File: src/rtl/bus_arbiter.sv
// Two-master (CPU/DMA) arbiter for a single shared memory bus.
// Round-robin on ties, bounded bursts per grant, fixed wait states per transfer.
module bus_arbiter #(
    parameter int unsigned WAIT_CYCLES = 1,
    parameter int unsigned MAX_BURST   = 4
) (
    input  logic        clk,
    input  logic        reset,
    input  logic        cpu_req,
    input  logic [15:0] cpu_addr,
    input  logic [7:0]  cpu_wdata,
    input  logic        cpu_r,
    input  logic        cpu_w,
    output logic [7:0]  cpu_rdata,
    output logic        cpu_ready,
    output logic        cpu_grant,
    input  logic        dma_req,
    input  logic [15:0] dma_addr,
    input  logic [7:0]  dma_wdata,
    input  logic        dma_r,
    input  logic        dma_w,
    output logic [7:0]  dma_rdata,
    output logic        dma_ready,
    output logic        dma_grant,
    output logic [15:0] mem_addr,
    output logic [7:0]  mem_wdata,
    input  logic [7:0]  mem_rdata,
    output logic        mem_r,
    output logic        mem_w,
    output logic        bus_err
);

    localparam logic [1:0] IDLE   = 2'd0;
    localparam logic [1:0] ACCESS = 2'd1;
    localparam logic [1:0] DONE   = 2'd2;
    localparam logic       OWN_CPU = 1'b0;
    localparam logic       OWN_DMA = 1'b1;
    localparam logic [2:0] WAIT_LAST = 3'(WAIT_CYCLES);
    localparam logic [3:0] BURST_MAX = 4'(MAX_BURST);

    logic [1:0]  state_q, state_d;
    logic        owner_q, owner_d;
    logic        last_grant_q, last_grant_d;
    logic [3:0]  burst_cnt_q, burst_cnt_d;
    logic [2:0]  wait_cnt_q, wait_cnt_d;
    logic [15:0] mem_addr_q, mem_addr_d;
    logic [7:0]  mem_wdata_q, mem_wdata_d;
    logic        mem_r_q, mem_r_d;
    logic        mem_w_q, mem_w_d;
    logic        cpu_grant_q, cpu_grant_d;
    logic        dma_grant_q, dma_grant_d;
    logic        cpu_ready_q, cpu_ready_d;
    logic        dma_ready_q, dma_ready_d;
    logic        bus_err_q, bus_err_d;
    logic [7:0]  cpu_rdata_q, cpu_rdata_d;
    logic [7:0]  dma_rdata_q, dma_rdata_d;

    logic        start;
    logic        sel_dma;
    logic [15:0] sel_addr;
    logic [7:0]  sel_wdata;
    logic        sel_r;
    logic        sel_w;
    logic        own_req;
    logic        oth_req;

    always_comb begin
        state_d      = state_q;
        owner_d      = owner_q;
        last_grant_d = last_grant_q;
        burst_cnt_d  = burst_cnt_q;
        wait_cnt_d   = wait_cnt_q;
        mem_addr_d   = mem_addr_q;
        mem_wdata_d  = mem_wdata_q;
        mem_r_d      = mem_r_q;
        mem_w_d      = mem_w_q;
        cpu_grant_d  = cpu_grant_q;
        dma_grant_d  = dma_grant_q;
        cpu_ready_d  = 1'b0;
        dma_ready_d  = 1'b0;
        bus_err_d    = 1'b0;
        cpu_rdata_d  = cpu_rdata_q;
        dma_rdata_d  = dma_rdata_q;
        start        = 1'b0;
        sel_dma      = owner_q;
        own_req      = (owner_q == OWN_DMA) ? dma_req : cpu_req;
        oth_req      = (owner_q == OWN_DMA) ? cpu_req : dma_req;

        case (state_q)
            IDLE: begin
                if (cpu_req || dma_req) begin
                    start        = 1'b1;
                    sel_dma      = dma_req && (!cpu_req || last_grant_q == OWN_CPU);
                    last_grant_d = sel_dma;
                    burst_cnt_d  = 4'd1;
                end
            end
            ACCESS: begin
                if (wait_cnt_q == WAIT_LAST) begin
                    state_d     = DONE;
                    mem_r_d     = 1'b0;
                    mem_w_d     = 1'b0;
                    cpu_ready_d = (owner_q == OWN_CPU);
                    dma_ready_d = (owner_q == OWN_DMA);
                    if (mem_r_q && owner_q == OWN_CPU) cpu_rdata_d = mem_rdata;
                    if (mem_r_q && owner_q == OWN_DMA) dma_rdata_d = mem_rdata;
                end else begin
                    wait_cnt_d = wait_cnt_q + 3'd1;
                end
            end
            DONE: begin
                // Keep the bus only while the other side is idle or the burst quota remains.
                if (own_req && (burst_cnt_q < BURST_MAX || !oth_req)) begin
                    start = 1'b1;
                    if (burst_cnt_q < BURST_MAX) burst_cnt_d = burst_cnt_q + 4'd1;
                end else begin
                    state_d     = IDLE;
                    cpu_grant_d = 1'b0;
                    dma_grant_d = 1'b0;
                    mem_addr_d  = '0;
                    mem_wdata_d = '0;
                end
            end
            default: begin
                state_d     = IDLE;
                mem_r_d     = 1'b0;
                mem_w_d     = 1'b0;
                cpu_grant_d = 1'b0;
                dma_grant_d = 1'b0;
                mem_addr_d  = '0;
                mem_wdata_d = '0;
            end
        endcase

        sel_addr  = sel_dma ? dma_addr  : cpu_addr;
        sel_wdata = sel_dma ? dma_wdata : cpu_wdata;
        sel_r     = sel_dma ? dma_r     : cpu_r;
        sel_w     = sel_dma ? dma_w     : cpu_w;

        if (start) begin
            owner_d     = sel_dma;
            cpu_grant_d = !sel_dma;
            dma_grant_d = sel_dma;
            mem_addr_d  = sel_addr;
            mem_wdata_d = sel_wdata;
            wait_cnt_d  = 3'd0;
            // Exactly one of r/w is a real transfer; anything else completes at once as an error.
            if (sel_r != sel_w) begin
                state_d = ACCESS;
                mem_r_d = sel_r;
                mem_w_d = sel_w;
            end else begin
                state_d     = DONE;
                mem_r_d     = 1'b0;
                mem_w_d     = 1'b0;
                cpu_ready_d = !sel_dma;
                dma_ready_d = sel_dma;
                bus_err_d   = 1'b1;
            end
        end
    end

    always_ff @(posedge clk or negedge reset) begin
        if (!reset) begin
            state_q      <= IDLE;
            owner_q      <= OWN_CPU;
            last_grant_q <= OWN_DMA;
            burst_cnt_q  <= '0;
            wait_cnt_q   <= '0;
            mem_addr_q   <= '0;
            mem_wdata_q  <= '0;
            mem_r_q      <= 1'b0;
            mem_w_q      <= 1'b0;
            cpu_grant_q  <= 1'b0;
            dma_grant_q  <= 1'b0;
            cpu_ready_q  <= 1'b0;
            dma_ready_q  <= 1'b0;
            bus_err_q    <= 1'b0;
            cpu_rdata_q  <= '0;
            dma_rdata_q  <= '0;
        end else begin
            state_q      <= state_d;
            owner_q      <= owner_d;
            last_grant_q <= last_grant_d;
            burst_cnt_q  <= burst_cnt_d;
            wait_cnt_q   <= wait_cnt_d;
            mem_addr_q   <= mem_addr_d;
            mem_wdata_q  <= mem_wdata_d;
            mem_r_q      <= mem_r_d;
            mem_w_q      <= mem_w_d;
            cpu_grant_q  <= cpu_grant_d;
            dma_grant_q  <= dma_grant_d;
            cpu_ready_q  <= cpu_ready_d;
            dma_ready_q  <= dma_ready_d;
            bus_err_q    <= bus_err_d;
            cpu_rdata_q  <= cpu_rdata_d;
            dma_rdata_q  <= dma_rdata_d;
        end
    end

    assign mem_addr  = mem_addr_q;
    assign mem_wdata = mem_wdata_q;
    assign mem_r     = mem_r_q;
    assign mem_w     = mem_w_q;
    assign cpu_grant = cpu_grant_q;
    assign dma_grant = dma_grant_q;
    assign cpu_ready = cpu_ready_q;
    assign dma_ready = dma_ready_q;
    assign bus_err   = bus_err_q;
    assign cpu_rdata = cpu_rdata_q;
    assign dma_rdata = dma_rdata_q;

endmodule

File: config.mk
export PLATFORM = sky130hd
export DESIGN_NAME = bus_arbiter
export DESIGN_NICKNAME = d
export VERILOG_FILES = /design/src/rtl/bus_arbiter.sv
export SDC_FILE = /design/constraint.sdc
export NUM_CORES = 1
export LEC_CHECK = 0
export ABC_AREA = 1
export ABC_CLOCK_PERIOD_IN_PS = 1750
export BUFFER_PORTS_ARGS = -buffer_cell sky130_fd_sc_hd__buf_2
export CORE_ASPECT_RATIO = 1.5
export CORE_MARGIN = 2
export CORE_UTILIZATION = 44
export DETAILED_ROUTE_END_ITERATION = 12
export PLACE_DENSITY_LB_ADDON = 0.08
export SYNTH_ARGS = -nofsm -noshare
export SYNTH_HDL_FRONTEND = slang
export SYNTH_SLANG_ARGS = --single-unit
File: constraint.sdc
create_clock -name clk -period 1.75 [get_ports clk]
set_input_delay 0.175 -clock clk [delete_from_list [all_inputs] [get_ports clk]]
set_output_delay 0.175 -clock clk [all_outputs]
set_load 0.01 [all_outputs]
==> Word-level counts from Yosys, hierarchy flattened <==
Cells that the tools add are included.
{ "totals": {"regBits": 58, "inputBits": 64, "out_inout_bits": 47, "wordCells": 106} }
{ "op_classes": {"add_sub_neg": 2, "magnitude_cmp": 1, "eq_ne": 13, "mux": 49, "bitwise": 2, "reduce_logical": 23} }
{ "ops": {"columns": ["operator", "n"], "rows": [
  ["$mux 16", 3],
  ["$pmux 16 s2", 1],
  ["$mux 1", 26],
  ["$mux 8", 3],
  ["$pmux 8 s2", 1],
  ["$mux 4", 3],
  ["$ne 2x2->1 const B", 5],
  ["$mux 3", 3],
  ["$reduce_and 3->1", 3],
  ["$mux 2", 4],
  ["$pmux 4 s2", 1],
  ["$reduce_and 2->1", 4],
  ["$ne 3x3->1 const B", 2],
  ["$pmux 1 s2", 3],
  ["$pmux 2 s3", 1],
  ["$add 4x1->4 const B", 1],
  ["$logic_and 1x1->1", 4],
  ["$lt 4x3->1 const B", 1],
  ["$ne 2x1->1 const B", 2],
  ["$reduce_and 4->1", 1],
  ["$reduce_bool 2->1", 2],
  ["$reduce_or 2->1", 2],
  ["$add 3x1->3 const B", 1],
  ["$eq 3x1->1 const B", 1],
  ["7 further kinds", 12]
]} }

==> Longest topological paths before layout <==
{ "logic_depth": {"depth_word": 9, "ltp_mapped": 15, "ltp_nobuf": 14} }

==> Worst setup path after synthesis <==
Ideal clock, no wire load.
{ "synth_path": {"path_kind": "reg2reg", "from": "reg state_q[1]", "to": "reg cpu_ready_q (netlist: cpu_ready)", "setup_time_ns": 0.065, "arrival_time_ns": 1.757, "required_time_ns": 1.685, "setup_slack_ns": -0.072, "path_stages_with_launch": 14, "n_path_buf": 1, "synth_period_minus_slack_ns": 1.822, "path_cell_list": "dfrtp_1 nor2_4 nand3_2 nand2_4 buf_6 nand2_1 o21ai_2 inv_1 ha_1 inv_1 nand2_1 o21ai_1 nand2_1 nand2_1"} }
{ "synth_between": {"elab_chain_cells": 6, "elab_cells_between_ends": 12, "cone_classes": "eq/ne: 3; mux: 7; reduce/logical: 2"} }
{ "synth_lines": {"columns": ["element", "line", "source"], "rows": [
  ["start: declaration", "41", "logic [1:0] state_q, state_d;"],
  ["start signal: assignment", "182", "state_q <= state_d;"],
  ["$logic_not 2->1", "89", "case (state_q)"],
  ["$mux 1", "89", null],
  ["$mux 1, on equally long branches", "137, 138", null],
  ["$ne 1x1->1", "148", "if (sel_r != sel_w) begin"],
  ["$mux 1", "148", null],
  ["$mux 1 (*)", "140", "if (start) begin"],
  ["named net cpu_ready_d", "52", "logic cpu_ready_q, cpu_ready_d;"],
  ["end signal: assignment", "193", "cpu_ready_q <= cpu_ready_d;"],
  ["end: declaration", "52", null]
]} }
The timed path passes the listed nets; every way through them passes the cells marked *.
A chain may end at the register's enable or synchronous reset.

==> Final worst setup path <==
{ "layout_path": {"from": "reg state_q[1]", "to": "reg mem_addr_q[10] (netlist: mem_addr[10])"} }
{ "layout_between": {"elab_chain_cells": 4, "elab_cells_between_ends": 12, "cone_classes": "eq/ne: 4; mux: 5; reduce/logical: 3"} }
{ "layout_lines": {"columns": ["element", "line", "source"], "rows": [
  ["$eq 2x2->1, or another cell as far along", "89", null],
  ["$pmux 1 s2, or another cell as far along", "89", null],
  ["$ne 3x3->1 (no source line), or another cell as far along", null, null],
  ["$reduce_and 2->1 (no source line) or $mux 16 (tied branches)", null, null],
  ["end signal: assignment", "187", "mem_addr_q <= mem_addr_d;"],
  ["end: declaration", "46", "logic [15:0] mem_addr_q, mem_addr_d;"]
]} }
Parallel ways exist; a longest one is shown, timed or not.

==> metrics.txt <==
worst skew pair latency=approximately 0.32 ns; initial core utilization=roughly 45%; CTS max path bufs=2; wire length on met1=roughly 2800 um; number of global-route vias before repair=2506; Worst Min Path Start=mem_rdata[3]; peak supply drop=roughly 910 uV; Layout fillers=634; Slew headroom=59.1%; hpwl dp=~4800 um; sequential fraction of design power=about a third; ranking of synthesized cells by area=dfrtp_1 50%, nand2_1 23%, nand3_1 4.9%; die height=103 um; routed vias=~2600; EDFF count, synth=0; CTS buffer count=9; WL met3=approximately 300 um; Mapped Nets=432; Tmin final=1.71 ns; Design Area, Final=approximately 3700 um^2; RR Endpoint=mem_addr[10]$_DFFE_PN0P_; FP Rows=36; drt wl/cell=between 10 and 15 um; DR DRC count=0; Lkg Pwr=between 2 and 2.5 nW; HP Class=primary input to flip-flop; Mean Syn Cell Area=7.90 um^2; Yosys top cell area share=49.7%; clock root buffer master=clkbuf_8; sequential share of the synthesized area=50.7%; fin. max-slew vios=0; ANT cells=0; Logic pwr share=between 40% and 50%; Worst EP required=~2.0 ns; htree depth=3; initial antenna violation count=0; clock sink count=58; Post-DRT Antenna Nets=0; status=finished, final reports clean; Crit Path Max Fanout=13; most frequent CP cell=nand2_1; setup violators final=0; met2 WL=3500 um; post-synthesis register bit count=just under 60; final net count=roughly 550; Fmax achieved=0.586 GHz; Clock power frac=between 10% and 20%; RSZ-0062 raised after global routing=yes; core area=6400 um^2; Area growth syn-to-layout=30.3%; DR pass1 iterations=4; Critical Path Start Type=flip-flop; Placer Congestion=approximately 0.73; vias per cell=around 4.6; die area=7190 um^2; CTS clock-pin slew for the worst setup and hold paths=0.06 ns; worst hold slack=0.107 ns; highest routed layer=met4; YS warnings=0; dominant synthesized flop cell=dfrtp_1; die width=69.9 um; DRT iter0 DRCs=about 80; fin util=58.4%; max-cap viol count=0; Worst R2R Path Depth=8; slowest cell on the critical path=nor2_2; Internal=between 3 and 4 mW; synth unique cells=22; final worst path period share=a little over nine tenths; largest net degree at the start of global routing=approximately 60; layout cell share with drive strength beyond 1=~32%; most frequent cells in the layout=178 x nand2_1, 110 x buf_2, 56 x dfrtp_1, 28 x inv_1, 28 x nand3_1; asr flop ratio synth=between 90% and 100%; GRT Resource Usage Total=about a fifth; Top Family by Delay on Critical Path=simple AND/OR/NAND/NOR gates; first-pass GRT wire length=roughly 11000 um; grt ovf=0; slew of the pin with the lowest slew margin=about 0.6 ns; commonest non-fill, non-tap cell in the layout=nand2_1; Reg-to-Reg Start=state_q[1]$_DFFE_PN0P_; flop2flop setup slack=~0.043 ns; Setup Skew=~0.0046 ns; final WL=6800 um; DP Area=between 3000 and 4000 um^2; Fin. Hold Viols=0; beginning of the critical path=state_q[1]$_DFFE_PN0P_; Mapped Cells=between 300 and 400; hold depth=3; crit path buf inv count=1; Largest stage delay, worst path=about 0.51 ns; Worst Hold End=cpu_rdata[3]$_DFFE_PN0P_; Synth Cell Area=roughly 2900 um^2; PwrDens=between 1500 and 2000 nW/um^2; Yosys top cell by area=dfrtp_1; TritonCTS clock tree=yes; critical path cell sequence=buf_4 > nand2_1 > nor2_2 > nand3_2 > nand2_4 > nor2_2 > nand2_1 > nand2_1; critical path class=flip-flop to flip-flop; endpoint class of the critical path=flip-flop; Crit. path cell count=8; IO Port Bufs=110; crit path DAT=about 2 ns; NetSw=approximately 2.8 mW; Ports=between 100 and 150; Switching Share=about 43%
## per-stage QoR
step	setup TNS, ns	worst slack, ns	cells	power [mW]
4_1_cts	0	0.0194	562	6.56
3_3_place_gp	0	0.105	545	5.27
2_1_floorplan	-0.0170	-0.0170	363	4.39
5_1_grt	-0.744	-0.0653	563	7.20
6_report	0	0.0432	563	6.54
3_5_place_dp	0	0.0360	545	5.37
## worst min-delay path: stages
cell	delay, ns
buf_2	0.10
inv_1	0.05
o21ai_1	0.07
## worst max path at each step
| stage | endpoint |
|---|---|
| 4_1_cts | cpu_ready$_DFF_PN0_ |
| 3_5_place_dp | cpu_ready$_DFF_PN0_ |
| 2_1_floorplan | cpu_ready$_DFF_PN0_ |
| 6_report | mem_addr[10]$_DFFE_PN0P_ |
| 5_1_grt | mem_addr[9]$_DFFE_PN0P_ |
| 3_3_place_gp | cpu_ready$_DFF_PN0_ |
## timing repair
action	4_1_cts	5_1_grt
endpoints found under the setup margin	0	28
hold buffers	1	0
resized for setup	0	4
setup buffers	0	0
hold endpoints to repair	57	0
## sequential cells by signal (all words and copies together), names as in the netlist
signal,flops
burst_cnt_q,4
bus_err,1
cpu_grant,1
cpu_rdata,8
cpu_ready,1
dma_grant,1
dma_rdata,8
dma_ready,1
last_grant_q,1
mem_addr,16
mem_r,1
mem_w,1
mem_wdata,8
owner_q,1
state_q,2
wait_cnt_q,3
## routing by layer
layer | track usage [%] | vias up
li1 | - | 1357
met1 | 22.4 | 1160
met2 | 34.7 | 76
met3 | 4.20 | 10
met4 | 10.4 | 0
met5 | 0 | -
## synthesized netlist by cell type, types with 3 or more instances
cell     count
o21ai_0     11
inv_1       30
a21oi_1      5
dfrtp_1     57
o21ai_1     10
buf_6        6
nor2_1       5
nand3_2      3
ha_1         5
buf_4        6
nand3_1     28
nand2_4      3
nand2_1    179
## kinds of logic (layout without fill, tap and decap cells)
group	Yosys count	count (layout)	synth area share, %
buffers and inverters	44	167	8.20
flip-flops	58	58	50.7
AO/OA/AOI/OAI	28	28	5.15
XOR/XNOR	1	1	0.305
AND/OR/NAND/NOR	227	228	33.5
adder cells (fa/ha/maj)	5	5	2.18
## cell type report
cell class                 count  area, um^2  area share (%)
tap                           76        95.1            2.55
clock buffer                  10         128            3.42
multi-input combinational    262        1230            32.9
timing repair buffer         121         661            17.7
inverter                      30         113            3.01
clock inverter                 6        57.6            1.54
sequential                    58        1450            38.9
## power groups by stage
stage                     logic, mW  clock network [mW]  registers, mW
final                          3.19                1.16           2.18
after global routing           3.69                1.26           2.25
after CTS                      3.16                1.20           2.19
after global placement         3.08                   0           2.18
after floorplan                2.00                   0           2.39
after detailed placement       3.17                   0           2.20
Power figures use the tool's default switching activity.
